## src/rtl/rv32i_pkg.sv

```systemverilog
// Shared types and constants for the multi-cycle RV32I control path:
// FSM state encoding, instruction classes, opcodes, ALU and mux select codes.
package rv32i_pkg;

    typedef enum logic [2:0] {
        ST_FETCH   = 3'd0,
        ST_DECODE  = 3'd1,
        ST_EXECUTE = 3'd2,
        ST_MEM     = 3'd3,
        ST_WB      = 3'd4
    } state_e;

    typedef enum logic [3:0] {
        CLS_R,
        CLS_I,
        CLS_IL,
        CLS_S,
        CLS_B,
        CLS_LUI,
        CLS_AUIPC,
        CLS_JAL,
        CLS_JALR,
        CLS_ILLEGAL
    } instr_cls_e;

    localparam logic [6:0] OP_R     = 7'b0110011;
    localparam logic [6:0] OP_I     = 7'b0010011;
    localparam logic [6:0] OP_IL    = 7'b0000011;
    localparam logic [6:0] OP_S     = 7'b0100011;
    localparam logic [6:0] OP_B     = 7'b1100011;
    localparam logic [6:0] OP_LUI   = 7'b0110111;
    localparam logic [6:0] OP_AUIPC = 7'b0010111;
    localparam logic [6:0] OP_JAL   = 7'b1101111;
    localparam logic [6:0] OP_JALR  = 7'b1100111;

    // ALU codes are {funct7[5], funct3}; branches reuse the low three bits
    // as the comparison selector while the branch qualifier is high.
    localparam logic [3:0] ALU_ADD  = 4'b0000;
    localparam logic [3:0] ALU_SLL  = 4'b0001;
    localparam logic [3:0] ALU_SLT  = 4'b0010;
    localparam logic [3:0] ALU_SLTU = 4'b0011;
    localparam logic [3:0] ALU_XOR  = 4'b0100;
    localparam logic [3:0] ALU_SRL  = 4'b0101;
    localparam logic [3:0] ALU_OR   = 4'b0110;
    localparam logic [3:0] ALU_AND  = 4'b0111;
    localparam logic [3:0] ALU_SUB  = 4'b1000;
    localparam logic [3:0] ALU_SRA  = 4'b1101;

    localparam logic [2:0] WSEL_ALU   = 3'd0;
    localparam logic [2:0] WSEL_LOAD  = 3'd1;
    localparam logic [2:0] WSEL_LUI   = 3'd2;
    localparam logic [2:0] WSEL_AUIPC = 3'd3;
    localparam logic [2:0] WSEL_PC4   = 3'd4;

    localparam logic [1:0] SIZE_B  = 2'b00;
    localparam logic [1:0] SIZE_H  = 2'b01;
    localparam logic [1:0] SIZE_W  = 2'b10;
    localparam logic [1:0] SIZE_BU = 2'b11;

    localparam logic [31:0] NOP_INSTR = 32'h0000_0013;

    function automatic instr_cls_e classify(input logic [6:0] opcode);
        instr_cls_e cls;
        case (opcode)
            OP_R:     cls = CLS_R;
            OP_I:     cls = CLS_I;
            OP_IL:    cls = CLS_IL;
            OP_S:     cls = CLS_S;
            OP_B:     cls = CLS_B;
            OP_LUI:   cls = CLS_LUI;
            OP_AUIPC: cls = CLS_AUIPC;
            OP_JAL:   cls = CLS_JAL;
            OP_JALR:  cls = CLS_JALR;
            default:  cls = CLS_ILLEGAL;
        endcase
        return cls;
    endfunction

endpackage

```

## src/rtl/instr_decoder.sv

```systemverilog
// Purely combinational decode of the latched instruction word into its class
// and the datapath selects that stay stable for the life of the instruction.
module instr_decoder
    import rv32i_pkg::*;
(
    input  logic [31:0] instr_i,
    output logic [3:0]  cls_o,
    output logic [3:0]  alu_ctrl_o,
    output logic        alu_src_o,
    output logic [2:0]  wb_sel_o,
    output logic [1:0]  store_size_o,
    output logic [1:0]  load_size_o
);

    instr_cls_e cls;
    logic [2:0] funct3;
    logic       funct7_b5;
    logic       unused_bits;

    assign funct3      = instr_i[14:12];
    assign funct7_b5   = instr_i[30];
    assign cls         = classify(instr_i[6:0]);
    assign cls_o       = cls;
    assign unused_bits = ^{instr_i[31], instr_i[29:15], instr_i[11:7]};

    // Field decode per instruction class; unknown opcodes fall to safe defaults.
    always_comb begin
        alu_ctrl_o   = ALU_ADD;
        alu_src_o    = 1'b0;
        wb_sel_o     = WSEL_ALU;
        store_size_o = SIZE_W;
        load_size_o  = SIZE_W;
        case (cls)
            CLS_R: begin
                alu_ctrl_o = {funct7_b5, funct3};
            end
            CLS_I: begin
                alu_src_o  = 1'b1;
                // Only the shift-right immediates use bit 30 (srli vs srai).
                alu_ctrl_o = (funct3 == 3'b101) ? {funct7_b5, funct3} : {1'b0, funct3};
            end
            CLS_IL: begin
                alu_src_o   = 1'b1;
                wb_sel_o    = WSEL_LOAD;
                load_size_o = (funct3 == 3'b100) ? SIZE_BU : funct3[1:0];
            end
            CLS_S: begin
                alu_src_o    = 1'b1;
                store_size_o = funct3[1:0];
            end
            CLS_B: begin
                alu_ctrl_o = {1'b0, funct3};
            end
            CLS_LUI: begin
                alu_src_o = 1'b1;
                wb_sel_o  = WSEL_LUI;
            end
            CLS_AUIPC: begin
                alu_src_o = 1'b1;
                wb_sel_o  = WSEL_AUIPC;
            end
            CLS_JAL, CLS_JALR: begin
                alu_src_o = 1'b1;
                wb_sel_o  = WSEL_PC4;
            end
            default: begin
            end
        endcase
    end

endmodule

```

## src/rtl/multi_cycle_controller.sv

```systemverilog
// Five-state multi-cycle controller: latches the instruction in FETCH and
// sequences the strobes for register file, data memory and PC update.
module multi_cycle_controller
    import rv32i_pkg::*;
(
    input  logic        clk,
    input  logic        reset,
    input  logic [31:0] instr_code,
    input  logic        mem_ready,
    output logic        ir_en,
    output logic        pc_en,
    output logic        reg_wr_en,
    output logic        d_wr_en,
    output logic        d_rd_en,
    output logic [3:0]  ALU_Controls,
    output logic        ALUSrcMuxSel,
    output logic [2:0]  RAM2RegWSel,
    output logic [1:0]  store_size,
    output logic [1:0]  load_size,
    output logic        branch,
    output logic        JAL,
    output logic        JALR,
    output logic        illegal_instr,
    output logic [2:0]  state_o
);

    state_e     state_q, state_d;
    logic [31:0] ir_q, ir_d;
    logic [3:0] cls_raw;
    instr_cls_e cls;

    logic ir_en_raw, pc_en_raw, reg_wr_raw, d_wr_raw, d_rd_raw;
    logic branch_raw, jal_raw, jalr_raw, illegal_raw;

    instr_decoder u_decoder (
        .instr_i      (ir_q),
        .cls_o        (cls_raw),
        .alu_ctrl_o   (ALU_Controls),
        .alu_src_o    (ALUSrcMuxSel),
        .wb_sel_o     (RAM2RegWSel),
        .store_size_o (store_size),
        .load_size_o  (load_size)
    );

    assign cls = instr_cls_e'(cls_raw);

    // State and instruction register; reset returns to FETCH holding a NOP.
    always_ff @(posedge clk) begin
        if (!reset) begin
            state_q <= ST_FETCH;
            ir_q    <= NOP_INSTR;
        end else begin
            state_q <= state_d;
            ir_q    <= ir_d;
        end
    end

    // Next-state and per-state strobe generation.
    always_comb begin
        state_d     = state_q;
        ir_d        = ir_q;
        ir_en_raw   = 1'b0;
        pc_en_raw   = 1'b0;
        reg_wr_raw  = 1'b0;
        d_wr_raw    = 1'b0;
        d_rd_raw    = 1'b0;
        branch_raw  = 1'b0;
        jal_raw     = 1'b0;
        jalr_raw    = 1'b0;
        illegal_raw = 1'b0;
        case (state_q)
            ST_FETCH: begin
                ir_en_raw = 1'b1;
                ir_d      = instr_code;
                state_d   = ST_DECODE;
            end
            ST_DECODE: begin
                if (cls == CLS_ILLEGAL) begin
                    // Skip the instruction: advance PC, no writes.
                    illegal_raw = 1'b1;
                    pc_en_raw   = 1'b1;
                    state_d     = ST_FETCH;
                end else begin
                    state_d = ST_EXECUTE;
                end
            end
            ST_EXECUTE: begin
                jal_raw  = (cls == CLS_JAL);
                jalr_raw = (cls == CLS_JALR);
                case (cls)
                    CLS_B: begin
                        branch_raw = 1'b1;
                        pc_en_raw  = 1'b1;
                        state_d    = ST_FETCH;
                    end
                    CLS_IL, CLS_S: state_d = ST_MEM;
                    default:       state_d = ST_WB;
                endcase
            end
            ST_MEM: begin
                // Request held for the whole wait, including the ready cycle.
                d_rd_raw = (cls == CLS_IL);
                d_wr_raw = (cls == CLS_S);
                if (mem_ready) begin
                    if (cls == CLS_IL) begin
                        state_d = ST_WB;
                    end else begin
                        pc_en_raw = 1'b1;
                        state_d   = ST_FETCH;
                    end
                end
            end
            ST_WB: begin
                reg_wr_raw = 1'b1;
                pc_en_raw  = 1'b1;
                jal_raw    = (cls == CLS_JAL);
                jalr_raw   = (cls == CLS_JALR);
                state_d    = ST_FETCH;
            end
            default: state_d = ST_FETCH;
        endcase
    end

    // Strobes are forced low for as long as reset is held.
    assign ir_en         = ir_en_raw   & reset;
    assign pc_en         = pc_en_raw   & reset;
    assign reg_wr_en     = reg_wr_raw  & reset;
    assign d_wr_en       = d_wr_raw    & reset;
    assign d_rd_en       = d_rd_raw    & reset;
    assign branch        = branch_raw  & reset;
    assign JAL           = jal_raw     & reset;
    assign JALR          = jalr_raw    & reset;
    assign illegal_instr = illegal_raw & reset;
    assign state_o       = state_q;

endmodule

```

## config.mk

```make
export PLATFORM = sky130hd
export DESIGN_NAME = multi_cycle_controller
export DESIGN_NICKNAME = d
export VERILOG_FILES = /design/src/rtl/rv32i_pkg.sv /design/src/rtl/instr_decoder.sv /design/src/rtl/multi_cycle_controller.sv
export SDC_FILE = /design/constraint.sdc
export NUM_CORES = 1
export LEC_CHECK = 0
export BUFFER_PORTS_ARGS = -buffer_cell sky130_fd_sc_hd__buf_2
export CAP_MARGIN = 25
export CORE_MARGIN = 2
export CORE_UTILIZATION = 46
export DETAILED_ROUTE_END_ITERATION = 8
export PLACE_DENSITY = 0.82
export SLEW_MARGIN = 20
export SYNTH_ARGS = -nofsm -noshare
export SYNTH_HDL_FRONTEND = slang
export SYNTH_SLANG_ARGS = --single-unit
```

## constraint.sdc

```tcl
create_clock -name clk -period 3.03 [get_ports clk]
set_clock_uncertainty 0.05 [all_clocks]
set_input_delay 0 -clock clk [delete_from_list [all_inputs] [get_ports clk]]
set_output_delay 0 -clock clk [all_outputs]
set_load 0.01 [all_outputs]
```

==> out/metrics.yaml <==
hold_viol_final: 0
hold_end: "ir_q[1]$_SDFFE_PN1P_"
maxSlewHeadroom_pct: 70.3
r2r_setup_slack_ns: 1.52
wl_um: 2650
antenna_cells: 0
vias_per_cell: 5.36
place_hpwl_um: 1850
ctsRootBufferMaster: "clkbuf_4"
min_path_type: "primary input to register"
peakVddDrop_mv: 0.308
cts_max_level: 1
io_pins: 59
synth_top_area_share_pct: 28.4
grt_first_pass_wirelength_um: 4330
p_leak_nw: 0.591
synth-xor-area-share_pct: 0
io_buffers: 37
cts.sinks: 14
final.setup.tns_ns: 0
muxShareOfSynthArea_pct: 0
yosys_warnings: 0
num_rows: 16
start_util_pct: 49.3
whs_path_depth: 2
regToRegEndpoint: "state_o[2]$_SDFFE_PN0P_"
synthTopCellsByArea: "dfxtp_1, nand2_1, a21boi_0"
tritoncts: "yes"
synth_edf_count: 0
grt_usage_pct: 22.1
num_vias: 1099
synth_seq_cells: 14
rr_worst_depth: 4
cts.clk_slew.worst_paths_ns: 0.07
die_x_um: 50.3
rsz0062_at_grt: "no"
status: "finished, final reports clean"
fill_cells: 174
syn_to_final_growth_pct: 31.7
r2r_start: "ir_q[2]$_SDFFE_PN0P_"
fin_util_pct: 64.9
synth_simple_gate_area_share_pct: 44.2
synth_cells: 136
grt-ovfl-total: 0
synth_compound_area_share_pct: 20.5
startpoint_type: "register"
syn_nets: 171
crit_required_ns: 2.98
yosysSeqAreaShare_pct: 28.4
finalSetupViolCount: 0
clock.fmax_mhz: 497
placed_area_um2: 1160
crit_start: "ir_q[4]$_SDFFE_PN1P_"
cts_resized: 0
finalNetCount: 215
place_congestion: 0.880
grt_max_degree: 20
insertion_delay_ns: 0.27
drv_cap: 0
coreArea_um2: 2000
detail_route.first_pass.iterations: 4
async_reset_ff_share_pct: 0
drc: 0
final_max_slew_viol_count: 0
power_mw: 0.574
dieArea_um2: 2530
post-route-period-util_pct: 66.4
crit_type: "register to primary output"
die_y_um: 50.3
synth_fa_ha_area_share_pct: 0
antenna_found_initial: 0
avgSynthCellArea_um2: 7.26
cp_max_fo: 13
drive_above_1_share_pct: 26.4
synth.most_common_cell: "nand2_1"
p_per_area_nw_per_um2: 442
worst_pin_slew_ns: 0.441
cts_buffer_depth: 2
routedWlPerCell_um: 12.9
synth_commonest_cells: "nand2_1, dfxtp_1, nor2_1"
drt_iter0_drc: 21
stdcell_area_um2: 1300
antenna_left: 0
cts_buffers: 3
synth_top_family_by_area: "simple AND/OR/NAND/NOR gates"
ys_types: 38
fin_crit_ns: 2.01
crit_arrival_ns: 1.96
hold_path.startpoint: "reset"
synth_top_cell_by_area: "dfxtp_1"
syn_area_um2: 987
endpoint_kind: "primary output"
grt_pass1_vias: 979
synth_ff_type: "dfxtp_1"
-- how the worst max path moves through the flow --
| stage | end | slack, ns | depth (start not counted) |
|---|---|---|---|
| 2_1_floorplan | pc_en | 1.66 | 5 |
| 3_3_place_gp | pc_en | 1.37 | 5 |
| 3_5_place_dp | pc_en | 1.36 | 5 |
| 4_1_cts | pc_en | 1.04 | 5 |
| 5_1_grt | pc_en | 0.94 | 5 |
| 6_report | pc_en | 1.02 | 5 |
-- kinds of logic after synthesis --
logic type / after synthesis
simple gates: 81
compound gates: 27
flops: 14
buf+inv: 14
-- registers in the layout (all words and copies together) (netlist names) --
signal	cells
state_o	3
ir_q	11
-- per-stage QoR --
stage / setup slack [ns] / hold WS [ns] / cells
3_5_place_dp: 1.36 / 0.171 / 190
5_1_grt: 0.938 / 0.0358 / 205
6_report: 1.02 / 0.0165 / 205
4_1_cts: 1.04 / 0.0101 / 205
3_3_place_gp: 1.37 / 0.160 / 190
2_1_floorplan: 1.66 / 0.0742 / 136
-- worst max-delay path: stages (launching register included) --
cell	delay (ns)
dfxtp_1	0.56
and3b_4	0.29
and4_4	0.20
o32ai_1	0.28
o2111a_1	0.23
buf_2	0.13
-- cells in the final DEF, fill, tap and decap left out, types with 2 or more instances in the layout --
cell and n:
o2111a_1 2, o21ai_0 3, clkbuf_4 3, dlygate4sd3_1 12, buf_2 37, nand2_1 29
dfxtp_1 14, inv_1 3, nor2_1 11, nand3_1 7, nor4_1 3, nor3_1 5
nand2b_1 2, and2_1 6, nor2b_1 6, a21boi_0 8, a21oi_1 5
-- cell type report --
type / count / area, µm² / area share [%]
Clock buffer: 3 / 22.5 / 1.73
Inverter: 3 / 11.3 / 0.866
Multi-Input combinational cell: 108 / 639 / 49.2
Sequential cell: 14 / 280 / 21.6
Tap cell: 27 / 33.8 / 2.60
Timing Repair Buffer: 50 / 313 / 24.1
-- metal layers --
metal	wire length, µm	vias to the layer above	global-route usage, %
li1	-	562	-
met1	1210	498	27.7
met2	1300	37	40.4
met3	134	2	2.08
met4	8	0	5.41
met5	0	-	0
-- report_power, final --
part | internal (mW) | switching (mW) | total (mW)
sequential | 0.207 | 0.0482 | 0.255
clock | 0.0459 | 0.0519 | 0.0978
combinational | 0.102 | 0.119 | 0.221
total | 0.355 | 0.220 | 0.574
-- timing repair --
| item | 4_1_cts | 5_1_grt |
|---|---|---|
| buffers inserted | 0 | 0 |
| hold buffers | 12 | 0 |
| endpoints found under the hold margin | 12 | 0 |
| endpoints found under the setup margin | 0 | 0 |
Note: power is estimated with default switching activity, not from simulation.
